File: src/rtl/calc_pkg.sv
// Shared calculator definitions: datapath widths, the divider state
// encoding and a two's-complement negation helper.
package calc_pkg;

  localparam int DIVIDEND_W = 8;
  localparam int DIVISOR_W  = 4;
  // Step counter must hold the value DIVIDEND_W itself.
  localparam int CNT_W      = $clog2(DIVIDEND_W + 1);

  typedef enum logic [1:0] {
    IDLE,
    CALC,
    FIX,
    DONE
  } div_state_t;

  // Two's-complement negation at dividend width; narrower operands are
  // zero-extended in and truncated back out, which is exact modulo 2^W.
  function automatic logic [DIVIDEND_W-1:0] twos_neg(input logic [DIVIDEND_W-1:0] v);
    return ~v + DIVIDEND_W'(1);
  endfunction

endpackage

File: src/rtl/signed_seq_divider_div_step.sv
// One restoring-division step: shift {R,Q} left, trial-subtract the
// divisor magnitude from R and keep the difference when it is non-negative.
module div_step
  import calc_pkg::*;
(
  input  logic [DIVISOR_W:0]    r_i,
  input  logic [DIVIDEND_W-1:0] q_i,
  input  logic [DIVISOR_W-1:0]  d_i,
  output logic [DIVISOR_W:0]    r_o,
  output logic [DIVIDEND_W-1:0] q_o
);

  localparam int RW = DIVISOR_W + 1;

  logic [RW-1:0] r_sh;
  logic [RW-1:0] d_inv;
  logic [RW-1:0] diff;
  logic [RW:0]   carry;
  logic          no_borrow;

  // Low RW bits of the shifted partial remainder; the bit shifted out of
  // r_i's MSB only matters for the compare below.
  assign r_sh     = {r_i[RW-2:0], q_i[DIVIDEND_W-1]};
  // R - D computed as R + ~D + 1 through a chain of full-adder cells.
  assign d_inv    = ~{1'b0, d_i};
  assign carry[0] = 1'b1;

  for (genvar i = 0; i < RW; i++) begin : g_ripple
    assign diff[i]      = r_sh[i] ^ d_inv[i] ^ carry[i];
    assign carry[i+1]   = (r_sh[i] & d_inv[i]) | (carry[i] & (r_sh[i] ^ d_inv[i]));
  end

  // A shifted-out MSB means the true shifted value exceeds any divisor
  // magnitude; otherwise a carry out of the ripple chain means no borrow.
  assign no_borrow = r_i[RW-1] | carry[RW];

  assign r_o = no_borrow ? diff : r_sh;
  assign q_o = {q_i[DIVIDEND_W-2:0], no_borrow};

endmodule

File: src/rtl/signed_seq_divider.sv
// Sequential signed restoring divider: 8-bit dividend / 4-bit divisor,
// one quotient bit per clock, start/busy/done handshake to the controller.
module signed_seq_divider
  import calc_pkg::*;
(
  input  logic                  clk,
  input  logic                  rst_n,
  input  logic                  start,
  input  logic [DIVIDEND_W-1:0] dividend,
  input  logic [DIVISOR_W-1:0]  divisor,
  output logic                  busy,
  output logic                  done,
  output logic [DIVIDEND_W-1:0] quotient,
  output logic [DIVISOR_W-1:0]  remainder,
  output logic                  div_by_zero,
  output logic                  overflow
);

  localparam logic [DIVIDEND_W-1:0] MOST_NEG = {1'b1, {(DIVIDEND_W-1){1'b0}}};

  div_state_t            state_q, state_d;
  logic [CNT_W-1:0]      count_q, count_d;
  logic [DIVISOR_W:0]    rem_acc_q, rem_acc_d;
  logic [DIVIDEND_W-1:0] quo_acc_q, quo_acc_d;
  logic [DIVISOR_W-1:0]  dsr_abs_q, dsr_abs_d;
  logic                  quo_neg_q, quo_neg_d;
  logic                  rem_neg_q, rem_neg_d;
  logic                  busy_q, busy_d;
  logic                  done_q, done_d;
  logic [DIVIDEND_W-1:0] quotient_q, quotient_d;
  logic [DIVISOR_W-1:0]  remainder_q, remainder_d;
  logic                  dbz_q, dbz_d;
  logic                  ovf_q, ovf_d;

  logic [DIVIDEND_W-1:0] dvd_abs;
  logic [DIVISOR_W-1:0]  dsr_abs;
  logic [DIVISOR_W:0]    rem_step;
  logic [DIVIDEND_W-1:0] quo_step;

  // Operand magnitudes; |-128| wraps to 8'h80, which reads as 128 unsigned.
  assign dvd_abs = dividend[DIVIDEND_W-1] ? twos_neg(dividend) : dividend;
  assign dsr_abs = divisor[DIVISOR_W-1]
                 ? DIVISOR_W'(twos_neg(DIVIDEND_W'(divisor)))
                 : divisor;

  div_step u_div_step (
    .r_i (rem_acc_q),
    .q_i (quo_acc_q),
    .d_i (dsr_abs_q),
    .r_o (rem_step),
    .q_o (quo_step)
  );

  // Next-state and next-output logic for the whole divider.
  always_comb begin
    // NOTE: every _d starts as its _q so no path through the case leaves a
    // signal unassigned, which would otherwise infer a latch.
    state_d     = state_q;
    count_d     = count_q;
    rem_acc_d   = rem_acc_q;
    quo_acc_d   = quo_acc_q;
    dsr_abs_d   = dsr_abs_q;
    quo_neg_d   = quo_neg_q;
    rem_neg_d   = rem_neg_q;
    quotient_d  = quotient_q;
    remainder_d = remainder_q;
    dbz_d       = dbz_q;
    ovf_d       = ovf_q;
    done_d      = 1'b0;

    unique case (state_q)
      IDLE: begin
        if (start) begin
          quo_neg_d = dividend[DIVIDEND_W-1] ^ divisor[DIVISOR_W-1];
          rem_neg_d = dividend[DIVIDEND_W-1];
          quo_acc_d = dvd_abs;
          dsr_abs_d = dsr_abs;
          rem_acc_d = '0;
          count_d   = CNT_W'(DIVIDEND_W);
          dbz_d     = 1'b0;
          ovf_d     = 1'b0;
          if (divisor == '0) begin
            quotient_d  = '0;
            remainder_d = '0;
            dbz_d       = 1'b1;
            state_d     = DONE;
          end else if (dividend == MOST_NEG && divisor == '1) begin
            quotient_d  = MOST_NEG;
            remainder_d = '0;
            ovf_d       = 1'b1;
            state_d     = DONE;
          end else begin
            state_d = CALC;
          end
        end
      end
      CALC: begin
        rem_acc_d = rem_step;
        quo_acc_d = quo_step;
        count_d   = count_q - CNT_W'(1);
        if (count_q == CNT_W'(1)) begin
          state_d = FIX;
        end
      end
      FIX: begin
        quotient_d  = quo_neg_q ? twos_neg(quo_acc_q) : quo_acc_q;
        remainder_d = rem_neg_q
                    ? DIVISOR_W'(twos_neg(DIVIDEND_W'(rem_acc_q[DIVISOR_W-1:0])))
                    : rem_acc_q[DIVISOR_W-1:0];
        state_d     = DONE;
      end
      DONE: begin
        done_d  = 1'b1;
        state_d = IDLE;
      end
      default: state_d = IDLE;
    endcase

    busy_d = (state_d == CALC) || (state_d == FIX);
  end

  // State, datapath and registered outputs.
  always_ff @(posedge clk or negedge rst_n) begin
    if (!rst_n) begin
      state_q     <= IDLE;
      count_q     <= '0;
      rem_acc_q   <= '0;
      quo_acc_q   <= '0;
      dsr_abs_q   <= '0;
      quo_neg_q   <= 1'b0;
      rem_neg_q   <= 1'b0;
      busy_q      <= 1'b0;
      done_q      <= 1'b0;
      quotient_q  <= '0;
      remainder_q <= '0;
      dbz_q       <= 1'b0;
      ovf_q       <= 1'b0;
    end else begin
      // NOTE: non-blocking so every flop samples pre-edge values regardless
      // of statement order.
      state_q     <= state_d;
      count_q     <= count_d;
      rem_acc_q   <= rem_acc_d;
      quo_acc_q   <= quo_acc_d;
      dsr_abs_q   <= dsr_abs_d;
      quo_neg_q   <= quo_neg_d;
      rem_neg_q   <= rem_neg_d;
      busy_q      <= busy_d;
      done_q      <= done_d;
      quotient_q  <= quotient_d;
      remainder_q <= remainder_d;
      dbz_q       <= dbz_d;
      ovf_q       <= ovf_d;
    end
  end

  assign busy        = busy_q;
  assign done        = done_q;
  assign quotient    = quotient_q;
  assign remainder   = remainder_q;
  assign div_by_zero = dbz_q;
  assign overflow    = ovf_q;

endmodule

File: config.mk
export PLATFORM = sky130hd
export DESIGN_NAME = signed_seq_divider
export DESIGN_NICKNAME = d
export VERILOG_FILES = /design/src/rtl/calc_pkg.sv /design/src/rtl/signed_seq_divider_div_step.sv /design/src/rtl/signed_seq_divider.sv
export SDC_FILE = /design/constraint.sdc
export NUM_CORES = 1
export LEC_CHECK = 0
export ABC_AREA = 1
export BUFFER_PORTS_ARGS = -buffer_cell sky130_fd_sc_hd__buf_2
export CAP_MARGIN = 20
export CELL_PAD_IN_SITES_DETAIL_PLACEMENT = 0
export CELL_PAD_IN_SITES_GLOBAL_PLACEMENT = 1
export CORE_MARGIN = 3
export CORE_UTILIZATION = 46
export DETAILED_ROUTE_END_ITERATION = 12
export GPL_ROUTABILITY_DRIVEN = 0
export PLACE_DENSITY_LB_ADDON = 0.1
export SLEW_MARGIN = 15
export SYNTH_ARGS = -nofsm -noshare
export SYNTH_HDL_FRONTEND = slang
export SYNTH_SLANG_ARGS = --single-unit
File: constraint.sdc
create_clock -name clk -period 6.5 [get_ports clk]
set_input_delay 1.3 -clock clk [delete_from_list [all_inputs] [get_ports clk]]
set_output_delay 1.3 -clock clk [all_outputs]
set_load 0.02 [all_outputs]
==> flow_summary.ini <==
[run_status]
status = finished, final reports clean

[clock_network]
root_buffer = clkbuf_8
clock_path_buffers = 2
cts_tree = yes
numCtsBuffers = 5
clock_latency_ns = 0.30
htreeDepth = 2
cts.sinks = 41
cts_hold_buf = 0
postCtsSetupRepairBufs = 0
cts.repair.resized = 0
cts.clk_slew.worst_paths_ns = 0.08

[worst_setup_path]
setup.worst_path.class = reg -> reg
r2r_setup_slack_ns = 3.98
r2r_start = quo_acc_q[7]$_DFFE_PN0P_
r2r-end = rem_acc_q[4]$_DFFE_PN0P_
crit_path_max_fanout = 6
end_kind = flip-flop
crit_path_start = quo_acc_q[7]$_DFFE_PN0P_
worstSetupEndpoint = rem_acc_q[4]$_DFFE_PN0P_
r2r_cells = 13
cp.arrival_ns = 2.74
crit_required_ns = 6.72
startpoint_type = flip-flop

[synthesis]
synth-simple-area-share = 0.246
muxShareOfSynthArea = 0
synth.distinct_cells = 35
synth_top_family_by_area = simple AND/OR/NAND/NOR gates
ys_ff_latch = 41
netlist_instances = 282
synth_compound_area_frac = 0.146
ys_seq_area_frac = 0.434
synth-adder-area-share = 0.0731
syn_area_mm2 = 0.00236
synth_edf_count = 0
async_reset_ff_frac = 1.00
ys.flop_type = dfrtp_1
synth_area_per_cell_um2 = 8.38
synth_xor_area_frac = 0.0148
yosys_warnings = 0
syn_nets = 309

[global_routing]
antenna_found_initial = 0
met2_usage = 0.274
grt_usage = 0.181
overflow = 0
grt_start_max_net_pins = 42
first_global_vias = 1833
grt_use_met3 = 0.0394
grt_busiest_layer = met2
globalRouteMet1Util = 0.261
grt_pass1_wl_um = 8660

[floorplanning]
fp.coreArea_mm2 = 0.00485
io_pins = 31
fp-row-count = 25
die_area_mm2 = 0.00603
start_util = 0.487
die_h_um = 77.7
die_w_um = 77.7

[timing]
setup_viol = 0
slew_viol_final = 0
fmax_mhz = 397
worst_pin_slew_ns = 0.901
fin_skew_ns = 0.00371
max_slew_margin = 0.399
grt_setup_unrepaired = no
final-hold-violation-count = 0
fin_tns_setup_ns = 0
period_share = 0.387
period_minus_slack_ns = 2.52
whs_ns = 0.478

[pwr]
ir_drop_mv = 0.183
power_density_mw_per_mm2 = 450
p_leak_nw = 1.33

[routing]
drt_wl_total_um = 4770
viasPerCell = 5.11
vias = 1938
drt-wirelength-per-cell_um = 12.6
drt-pass1-iter-count = 4
route.detailed.drc = 0
dr.first_iter.drc_count = 82
postRouteAntennaNets = 0

[finish]
drive_above_1_share = 0.218
area_delta_synth_final_pct = 11.9
n_antenna_cell = 0
seqCellArea_mm2 = 0.00103
final.fill_count = 472
instances_no_fill = 379
final_nets = 338
multiInputGateArea_mm2 = 0.00113

[worst_hold_path]
hold_path_class = reg -> reg
hp-start = count_q[3]$_DFFE_PN0P_

[placed_design]
port_buffers = 30
dp_hpwl_um = 3620
place_inst = 371

[job]
drv_cap = 0
report_power, final:
part	internal (W)	leakage, nW	switching (W)
registers	0.000368	0.496	0.0000884
logic	0.000218	0.785	0.000336
clock network	0.0000861	0.0512	0.0000915
metal layers:
| metal | wire length (µm) | vias up |
|---|---|---|
| met2 | 2010 | 51 |
| met1 | 2470 | 891 |
| met5 | 0 | - |
| met3 | 222 | 7 |
| met4 | 64 | 0 |
| li1 | - | 989 |
cell usage in the layout (no fill, tap or decap), types with 2 or more instances in the layout:
cell and instances:
nand3_2 10, o21ai_2 7, o21ai_0 17, fa_1 3
inv_1 33, nand2_2 2, ha_1 9, xor2_1 3
a22oi_1 5, nand2_1 57, buf_2 30, nand3_1 20
nor2_4 3, o22ai_1 2, clkbuf_8 6, o31ai_1 2
nor2_1 22, inv_2 6, o21ai_1 12, o221ai_1 2
dfrtp_1 41, a21oi_1 8
cells by family (layout without fill, tap and decap cells):
group / Yosys count / after routing
AND/OR/NAND/NOR: 120 / 120
AO/OA/AOI/OAI: 57 / 57
flip-flops: 41 / 41
XOR/XNOR: 4 / 4
buffers and inverters: 48 / 78
adder cells (fa/ha/maj): 12 / 12
worst min-delay path by stage:
| stage | to | slack, ns | depth (start not counted) |
|---|---|---|---|
| finish | count_q[3]$_DFFE_PN0P_ | 0.48 | 1 |
| CTS | count_q[3]$_DFFE_PN0P_ | 0.48 | 1 |
| global route | count_q[3]$_DFFE_PN0P_ | 0.50 | 1 |
| global placement | count_q[3]$_DFFE_PN0P_ | 0.46 | 1 |
| floorplan | count_q[3]$_DFFE_PN0P_ | 0.44 | 1 |
| detailed placement | count_q[3]$_DFFE_PN0P_ | 0.47 | 1 |
sequential cells by signal, indices dropped and copies added (netlist names):
register and count:
quotient 8, overflow 1, remainder 4, quo_acc_q 8
div_by_zero 1, dsr_abs_q 4, rem_acc_q 5, done 1
quo_neg_q 1, state_q 2, busy 1, rem_neg_q 1
count_q 4
Yosys cell counts (5+ instances only):
library cell	instances	area share
o21ai_1	12	0.025
o21ai_2	7	0.026
nand3_1	20	0.042
o21ai_0	17	0.036
a21oi_1	8	0.017
nand3_2	10	0.042
nor2_1	22	0.035
inv_2	6	0.0095
inv_1	33	0.052
nand2_1	57	0.091
a22oi_1	5	0.016
ha_1	9	0.048
dfrtp_1	41	0.43
layout make-up:
type                       instances  share of cell area
multi-input combinational        193               0.429
sequential                        41               0.388
inverter                          40              0.0578
timing repair buffer              30              0.0568
tap                               67              0.0317
clock buffer                       6              0.0313
clock inverter                     2             0.00521
through the flow:
stage | area, µm² | total power, W | util | setup slack (ns)
6_report | 2640 | 0.00119 | 0.545 | 3.98
5_1_grt | 2640 | 0.00132 | 0.545 | 3.79
3_3_place_gp | 2550 | 0.00101 | 0.525 | 3.81
2_1_floorplan | 2360 | 0.000886 | - | 4.20
3_5_place_dp | 2550 | 0.00102 | 0.525 | 3.72
4_1_cts | 2640 | 0.00120 | 0.545 | 3.97
worst max-delay path: stages, from the launching register on:
cell	delay, ns
dfrtp_1	0.37
inv_1	0.08
ha_1	0.20
inv_1	0.06
fa_1	0.15
inv_1	0.05
fa_1	0.37
fa_1	0.37
ha_1	0.18
nand2_1	0.16
inv_1	0.17
nand2_1	0.09
nand3_1	0.06
o21ai_1	0.11
(Power assumes the default switching activity.)
